## src/rtl/mult_sched_pkg.sv

```systemverilog
// Shared constants and the result FIFO entry for the multiplier scheduler.
package mult_sched_pkg;

    localparam int unsigned DATA_W    = 32;
    localparam int unsigned DEF_TAG_W = 5;
    localparam int unsigned ID_W      = 2;

    typedef struct packed {
        logic [DATA_W-1:0]    data;
        logic [DEF_TAG_W-1:0] tag;
        logic [ID_W-1:0]      req_id;
    } fifo_entry_t;

endpackage

```

## src/rtl/mult_result_fifo.sv

```systemverilog
// First-word-fall-through result FIFO with occupancy count.
module mult_result_fifo
    import mult_sched_pkg::*;
#(
    parameter int unsigned DEPTH = 4,
    localparam int unsigned PTR_W = (DEPTH > 1) ? $clog2(DEPTH) : 1,
    localparam int unsigned CNT_W = $clog2(DEPTH + 1)
) (
    input  logic              clock,
    input  logic              reset_n,
    input  logic              push,
    input  fifo_entry_t       push_data,
    input  logic              pop,
    output fifo_entry_t       head_c,
    output logic              valid_c,
    output logic [CNT_W-1:0]  count
);

    fifo_entry_t       mem [DEPTH];
    logic [PTR_W-1:0]  wr_ptr;
    logic [PTR_W-1:0]  rd_ptr;
    logic              pop_en;

    assign valid_c = (count != '0);
    assign head_c  = mem[rd_ptr];
    assign pop_en  = pop && valid_c;

    always_ff @(posedge clock or negedge reset_n) begin
        if (!reset_n) begin
            wr_ptr <= '0;
            rd_ptr <= '0;
            count  <= '0;
            for (int i = 0; i < int'(DEPTH); i++) begin
                mem[i] <= '0;
            end
        end else begin
            if (push) begin
                mem[wr_ptr] <= push_data;
                wr_ptr      <= (wr_ptr == PTR_W'(DEPTH - 1)) ? '0 : wr_ptr + 1'b1;
            end
            if (pop_en) begin
                rd_ptr <= (rd_ptr == PTR_W'(DEPTH - 1)) ? '0 : rd_ptr + 1'b1;
            end
            case ({push, pop_en})
                2'b10:   count <= count + 1'b1;
                2'b01:   count <= count - 1'b1;
                default: count <= count;
            endcase
        end
    end

    // Upstream credit accounting must make a push into a full FIFO impossible.
    a_no_overflow: assert property (@(posedge clock) disable iff (!reset_n)
        !(push && !pop_en && (count == CNT_W'(DEPTH))));

endmodule

```

## src/rtl/mult_scheduler.sv

```systemverilog
// Round-robin issue of NUM_REQ requesters onto one pipelined multiplier with credit-guarded result FIFO.
// Optional tag-hazard scoreboard: define MULT_SCHED_SCOREBOARD_EN.
module mult_scheduler
    import mult_sched_pkg::*;
#(
    parameter int unsigned NUM_REQ    = 2,
    parameter int unsigned LATENCY    = 3,
    parameter int unsigned FIFO_DEPTH = 4,
    parameter int unsigned TAG_W      = DEF_TAG_W
) (
    input  logic                      clock,
    input  logic                      reset_n,
    input  logic [NUM_REQ-1:0]        req_valid,
    output logic [NUM_REQ-1:0]        req_ready,
    input  logic [DATA_W*NUM_REQ-1:0] req_op1,
    input  logic [DATA_W*NUM_REQ-1:0] req_op2,
    input  logic [TAG_W*NUM_REQ-1:0]  req_tag,
    output logic [DATA_W-1:0]         mul_op1,
    output logic [DATA_W-1:0]         mul_op2,
    output logic [TAG_W-1:0]          mul_tag_in,
    input  logic [DATA_W-1:0]         mul_out,
    input  logic [TAG_W-1:0]          mul_tag_out,
    output logic                      wb_valid,
    input  logic                      wb_ready,
    output logic [DATA_W-1:0]         wb_data,
    output logic [TAG_W-1:0]          wb_tag,
    output logic [ID_W-1:0]           wb_req_id,
    output logic                      err_tag_mismatch
);

    localparam int unsigned RR_W  = (NUM_REQ > 1) ? $clog2(NUM_REQ) : 1;
    localparam int unsigned CNT_W = $clog2(FIFO_DEPTH + 1);
    localparam int unsigned OUT_W = $clog2(FIFO_DEPTH + LATENCY + 2);

    logic [RR_W-1:0]    rr_ptr;
    logic               s0_valid;
    logic [ID_W-1:0]    s0_id;
    logic [LATENCY-1:0] v_pipe;
    logic [ID_W-1:0]    id_pipe  [LATENCY];
    logic [TAG_W-1:0]   tag_pipe [LATENCY];

    logic [NUM_REQ-1:0] blocked;
    logic [NUM_REQ-1:0] eligible;
    logic               any_elig;
    logic               fwd_found;
    logic [RR_W-1:0]    fwd_idx;
    logic [RR_W-1:0]    wrap_idx;
    logic [RR_W-1:0]    grant_idx;
    logic               accept;
    logic [DATA_W-1:0]  sel_op1;
    logic [DATA_W-1:0]  sel_op2;
    logic [TAG_W-1:0]   sel_tag;
    logic [OUT_W-1:0]   outstanding;
    logic               credit_ok;

    logic               push;
    logic               pop;
    fifo_entry_t        push_entry;
    fifo_entry_t        fifo_head_c;
    logic               fifo_valid_c;
    logic [CNT_W-1:0]   fifo_count;

    // Every slot from S0 through the FIFO holds one unit of credit.
    always_comb begin
        outstanding = OUT_W'(fifo_count) + OUT_W'(s0_valid);
        for (int i = 0; i < int'(LATENCY); i++) begin
            outstanding = outstanding + OUT_W'(v_pipe[i]);
        end
    end

    assign credit_ok = (outstanding < OUT_W'(FIFO_DEPTH));

`ifdef MULT_SCHED_SCOREBOARD_EN
    logic [(1 << TAG_W)-1:0] busy;

    always_comb begin
        blocked = '0;
        for (int i = 0; i < int'(NUM_REQ); i++) begin
            blocked[i] = busy[req_tag[TAG_W*i +: TAG_W]];
        end
    end

    // Tag 0 is a don't-care destination and never reserved.
    always_ff @(posedge clock or negedge reset_n) begin
        if (!reset_n) begin
            busy <= '0;
        end else begin
            if (pop) begin
                busy[wb_tag] <= 1'b0;
            end
            if (accept && (sel_tag != '0)) begin
                busy[sel_tag] <= 1'b1;
            end
        end
    end
`else
    assign blocked = '0;
`endif

    // Round robin: lowest eligible index at/after rr_ptr, else lowest overall.
    always_comb begin
        eligible  = req_valid & ~blocked;
        any_elig  = 1'b0;
        fwd_found = 1'b0;
        fwd_idx   = '0;
        wrap_idx  = '0;
        for (int j = int'(NUM_REQ) - 1; j >= 0; j--) begin
            if (eligible[j]) begin
                any_elig = 1'b1;
                wrap_idx = RR_W'(j);
                if (RR_W'(j) >= rr_ptr) begin
                    fwd_found = 1'b1;
                    fwd_idx   = RR_W'(j);
                end
            end
        end
        grant_idx = fwd_found ? fwd_idx : wrap_idx;
        accept    = any_elig && credit_ok;
        req_ready = '0;
        if (accept) begin
            req_ready[grant_idx] = 1'b1;
        end
        sel_op1 = '0;
        sel_op2 = '0;
        sel_tag = '0;
        for (int i = 0; i < int'(NUM_REQ); i++) begin
            if (RR_W'(i) == grant_idx) begin
                sel_op1 = req_op1[DATA_W*i +: DATA_W];
                sel_op2 = req_op2[DATA_W*i +: DATA_W];
                sel_tag = req_tag[TAG_W*i +: TAG_W];
            end
        end
    end

    // S0: operand registers feeding the multiplier.
    always_ff @(posedge clock or negedge reset_n) begin
        if (!reset_n) begin
            rr_ptr     <= '0;
            s0_valid   <= 1'b0;
            s0_id      <= '0;
            mul_op1    <= '0;
            mul_op2    <= '0;
            mul_tag_in <= '0;
        end else begin
            s0_valid <= accept;
            if (accept) begin
                rr_ptr     <= (grant_idx == RR_W'(NUM_REQ - 1)) ? '0 : grant_idx + 1'b1;
                s0_id      <= ID_W'(grant_idx);
                mul_op1    <= sel_op1;
                mul_op2    <= sel_op2;
                mul_tag_in <= sel_tag;
            end
        end
    end

    // In-flight tracking, aligned so the last stage matches mul_out.
    always_ff @(posedge clock or negedge reset_n) begin
        if (!reset_n) begin
            v_pipe <= '0;
            for (int i = 0; i < int'(LATENCY); i++) begin
                id_pipe[i]  <= '0;
                tag_pipe[i] <= '0;
            end
        end else begin
            v_pipe[0]   <= s0_valid;
            id_pipe[0]  <= s0_id;
            tag_pipe[0] <= mul_tag_in;
            for (int i = 1; i < int'(LATENCY); i++) begin
                v_pipe[i]   <= v_pipe[i-1];
                id_pipe[i]  <= id_pipe[i-1];
                tag_pipe[i] <= tag_pipe[i-1];
            end
        end
    end

    assign push = v_pipe[LATENCY-1];
    assign pop  = fifo_valid_c && wb_ready;

    always_comb begin
        push_entry        = '0;
        push_entry.data   = mul_out;
        push_entry.tag    = DEF_TAG_W'(tag_pipe[LATENCY-1]);
        push_entry.req_id = id_pipe[LATENCY-1];
    end

    always_ff @(posedge clock or negedge reset_n) begin
        if (!reset_n) begin
            err_tag_mismatch <= 1'b0;
        end else if (push && (mul_tag_out != tag_pipe[LATENCY-1])) begin
            err_tag_mismatch <= 1'b1;
        end
    end

    mult_result_fifo #(
        .DEPTH (FIFO_DEPTH)
    ) u_fifo (
        .clock     (clock),
        .reset_n   (reset_n),
        .push      (push),
        .push_data (push_entry),
        .pop       (pop),
        .head_c    (fifo_head_c),
        .valid_c   (fifo_valid_c),
        .count     (fifo_count)
    );

    assign wb_valid  = fifo_valid_c;
    assign wb_data   = fifo_head_c.data;
    assign wb_tag    = TAG_W'(fifo_head_c.tag);
    assign wb_req_id = fifo_head_c.req_id;

endmodule

```

## config.mk

```make
export PLATFORM = sky130hd
export DESIGN_NAME = mult_scheduler
export DESIGN_NICKNAME = d
export VERILOG_FILES = /design/src/rtl/mult_sched_pkg.sv /design/src/rtl/mult_result_fifo.sv /design/src/rtl/mult_scheduler.sv
export SDC_FILE = /design/constraint.sdc
export NUM_CORES = 1
export LEC_CHECK = 0
export CORE_MARGIN = 2
export CORE_UTILIZATION = 50
export CTS_BUF_LIST = sky130_fd_sc_hd__clkbuf_8
export CTS_CLUSTER_SIZE = 25
export DETAILED_ROUTE_END_ITERATION = 16
export PLACE_DENSITY = 0.82
export SLEW_MARGIN = 10
export SYNTH_ARGS = -nofsm -noshare
export SYNTH_HDL_FRONTEND = slang
export SYNTH_SLANG_ARGS = --single-unit
export TNS_END_PERCENT = 50
```

## constraint.sdc

```tcl
create_clock -name clock -period 4.1 [get_ports clock]
set_input_delay 1.025 -clock clock [delete_from_list [all_inputs] [get_ports clock]]
set_output_delay 1.025 -clock clock [all_outputs]
set_load 0.1 [all_outputs]
```

==> results_dict.tcl <==
set metrics [dict create \
    crit_type "register to output port" \
    crit_chain "fa_1, ha_1, a21o_1, a211oi_4, and3_2, buf_12" \
    yosysWarnings 0 \
    htree_levels 2 \
    clock_path_buffers 3 \
    min_period_over_period 0.9289 \
    syn_avg_cell_area_sq_um 15.57 \
    rows 53 \
    initialDrtViolationCount 308 \
    wl_um 27250 \
    synth_top_flop_cell "dfrtp_1" \
    core_area_sq_mm 0.02109 \
    synth_top_area_frac 0.5861 \
    fin_setup_tns_ns 0 \
    crit_fanout 10 \
    fillers 1491 \
    port_buffers 290 \
    grt_start_max_net_pins 104 \
    vias 7295 \
    firstDrtPassIters 4 \
    synth.most_common_cell "dfrtp_1" \
    cts_tree "done" \
    viasPerCell 5.629 \
    cts_num_sinks 253 \
    ant_nets 0 \
    cts_setup_buffers 0 \
    clk_latency_ns 0.52 \
    utilization 0.6944 \
    final_nets 1176 \
    antenna_found_initial 2 \
    clk_pin_slew_ns 0.06 \
    cts_buffers 41 \
    cts_resized 0 \
    synth_cell_types 29 \
    setup_viol 0 \
    die_area_sq_mm 0.02280 \
    grt_pass1_wl_um 41990 \
    die_h_um 151.0 \
    cts_hold_buf 0 \
    hold_violations 0 \
    ios 292 \
    fin_crit_ns 3.809 \
    cp_slowest_cell "dfrtp_1" \
    area_growth_pct 35.55 \
    die_width_um 151.0 \
    rsz0062_at_grt "no" \
    drv_slew 0 \
    slowest_delay_ns 0.56 \
    yosys-top-cells-count "dfrtp_1 (253), mux2_2 (153), and3_1 (70)" \
    drive_above_1_share 0.3117 \
    syn-num-nets 884 \
    ys_ff_latch 253 \
    syn-cell-area_sq_mm 0.01080 \
    yosysTopAreaCell "dfrtp_1" \
    synth_edf_count 0 \
    maxSlewHeadroom 0.2440 \
    initial_core_util 0.5123 \
    maxCapViolCount 0 \
    required_ns 3.07 \
    first_global_vias 7969 \
    fin_hold_ws_ns 0.3494 \
    track_usage 0.2408 \
    wire_per_inst_um 21.02 \
    critical_path_arrival_ns 2.78 \
    ys_seq_area_frac 0.5861 \
    synth_cells 694 \
    synth_top_cells_by_area "dfrtp_1 (59%), mux2_2 (16%), mux4_2 (7.9%)" \
    hold_class "register to register" \
    drc_errors 0 \
    root_buffer "clkbuf_8" \
    startpoint_type "register" \
    outcome "finished, final reports clean" \
    worst_slew_pin_slew_ns 1.130 \
    fin_skew_ns 0.01387 \
    hpwl_um 18090 \
    critPathCaptureType "output port" \
    grt-ovfl-total 0 \
    gp_congestion 0.8538 \
    synthArstFlopShare 1.000 \
    fmax_ghz 0.2626 \
]
per-layer routing:
metal  vias up  share of wire  track usage
li1       3226              -            -
met1      3722           0.38       0.2876
met2       282           0.51       0.4077
met3        65          0.076      0.07108
met4         0          0.037       0.1037
met5         -              0            0
critical path, delay by kind of cell (launching register included):
family	cells	cell delay, ns
AOI/OAI and AO/OA	2	0.48
DFF	1	0.56
and+or+nand+nor	1	0.27
adders and majority gates	2	0.78
buffers and inverters	1	0.18
cells by family after synthesis:
logic type	synth area share
simple gates	0.04668
fa+ha+maj	0.01297
buf+inv	0.03625
compound gates	0.07250
xor+xnor	0.006485
flops	0.5861
other cells	0.0003471
mux	0.2387
state kept, by name (all words and copies together), names as in the netlist:
register	count
u_fifo.mem	152
mul_op1	32
mul_op2	32
tag_pipe	10
mul_tag_in	5
push_entry	5
id_pipe	3
u_fifo.count	3
v_pipe	3
u_fifo.rd_ptr	2
u_fifo.wr_ptr	2
err_tag_mismatch	1
rr_ptr	1
s0_id	1
s0_valid	1
through the flow:
stage	setup WS (ns)	cell area [sq um]	instances
3_3_place_gp	0.7777	13790	1218
2_1_floorplan	0.4176	10800	694
5_1_grt	0.1383	14640	1294
4_1_cts	0.2335	14630	1292
6_report	0.2914	14640	1296
3_5_place_dp	0.6902	13790	1218
layout make-up:
type	count	area, sq um	share of cell area
flip-flops and latches	253	6334	0.4325
multi-input cells	375	4103	0.2802
repair buffers	305	2970	0.2029
clock buffers	53	729.5	0.04982
well taps	275	344.1	0.02350
clock inverters	21	115.1	0.007861
inverters	10	37.54	0.002563
diodes	4	10.01	0.0006836
cell usage in the layout (no fill, tap or decap), drive strengths merged, types with 5 or more instances in the layout:
master	count
clkbuf	53
ha	8
mux2	153
inv	24
buf	56
and3	70
mux4	38
nand2	8
clkdlybuf4s50	249
dfrtp	253
a221o	69
clkinv	5
final timing paths:
kind | slack, ns | startpoint | end | depth (start not counted)
setup reg to reg | 0.64 | v_pipe[2] | mul_op1[11] | 8
setup / recovery | 0.29 | v_pipe[2] | req_ready[1] | 6
min in group asynchronous | 0.57 | reset_n | u_fifo.mem[124] | 1
max in group asynchronous | 2.68 | reset_n | mul_op1[8] | 2
hold reg to reg | 0.35 | tag_pipe[13] | tag_pipe[8] | 0
hold / removal | 0.35 | tag_pipe[13] | tag_pipe[8] | 0
Power is left out: the tool's default activity adds up to more than one toggle a clock period on the data nets, which glitch-free logic cannot reach.
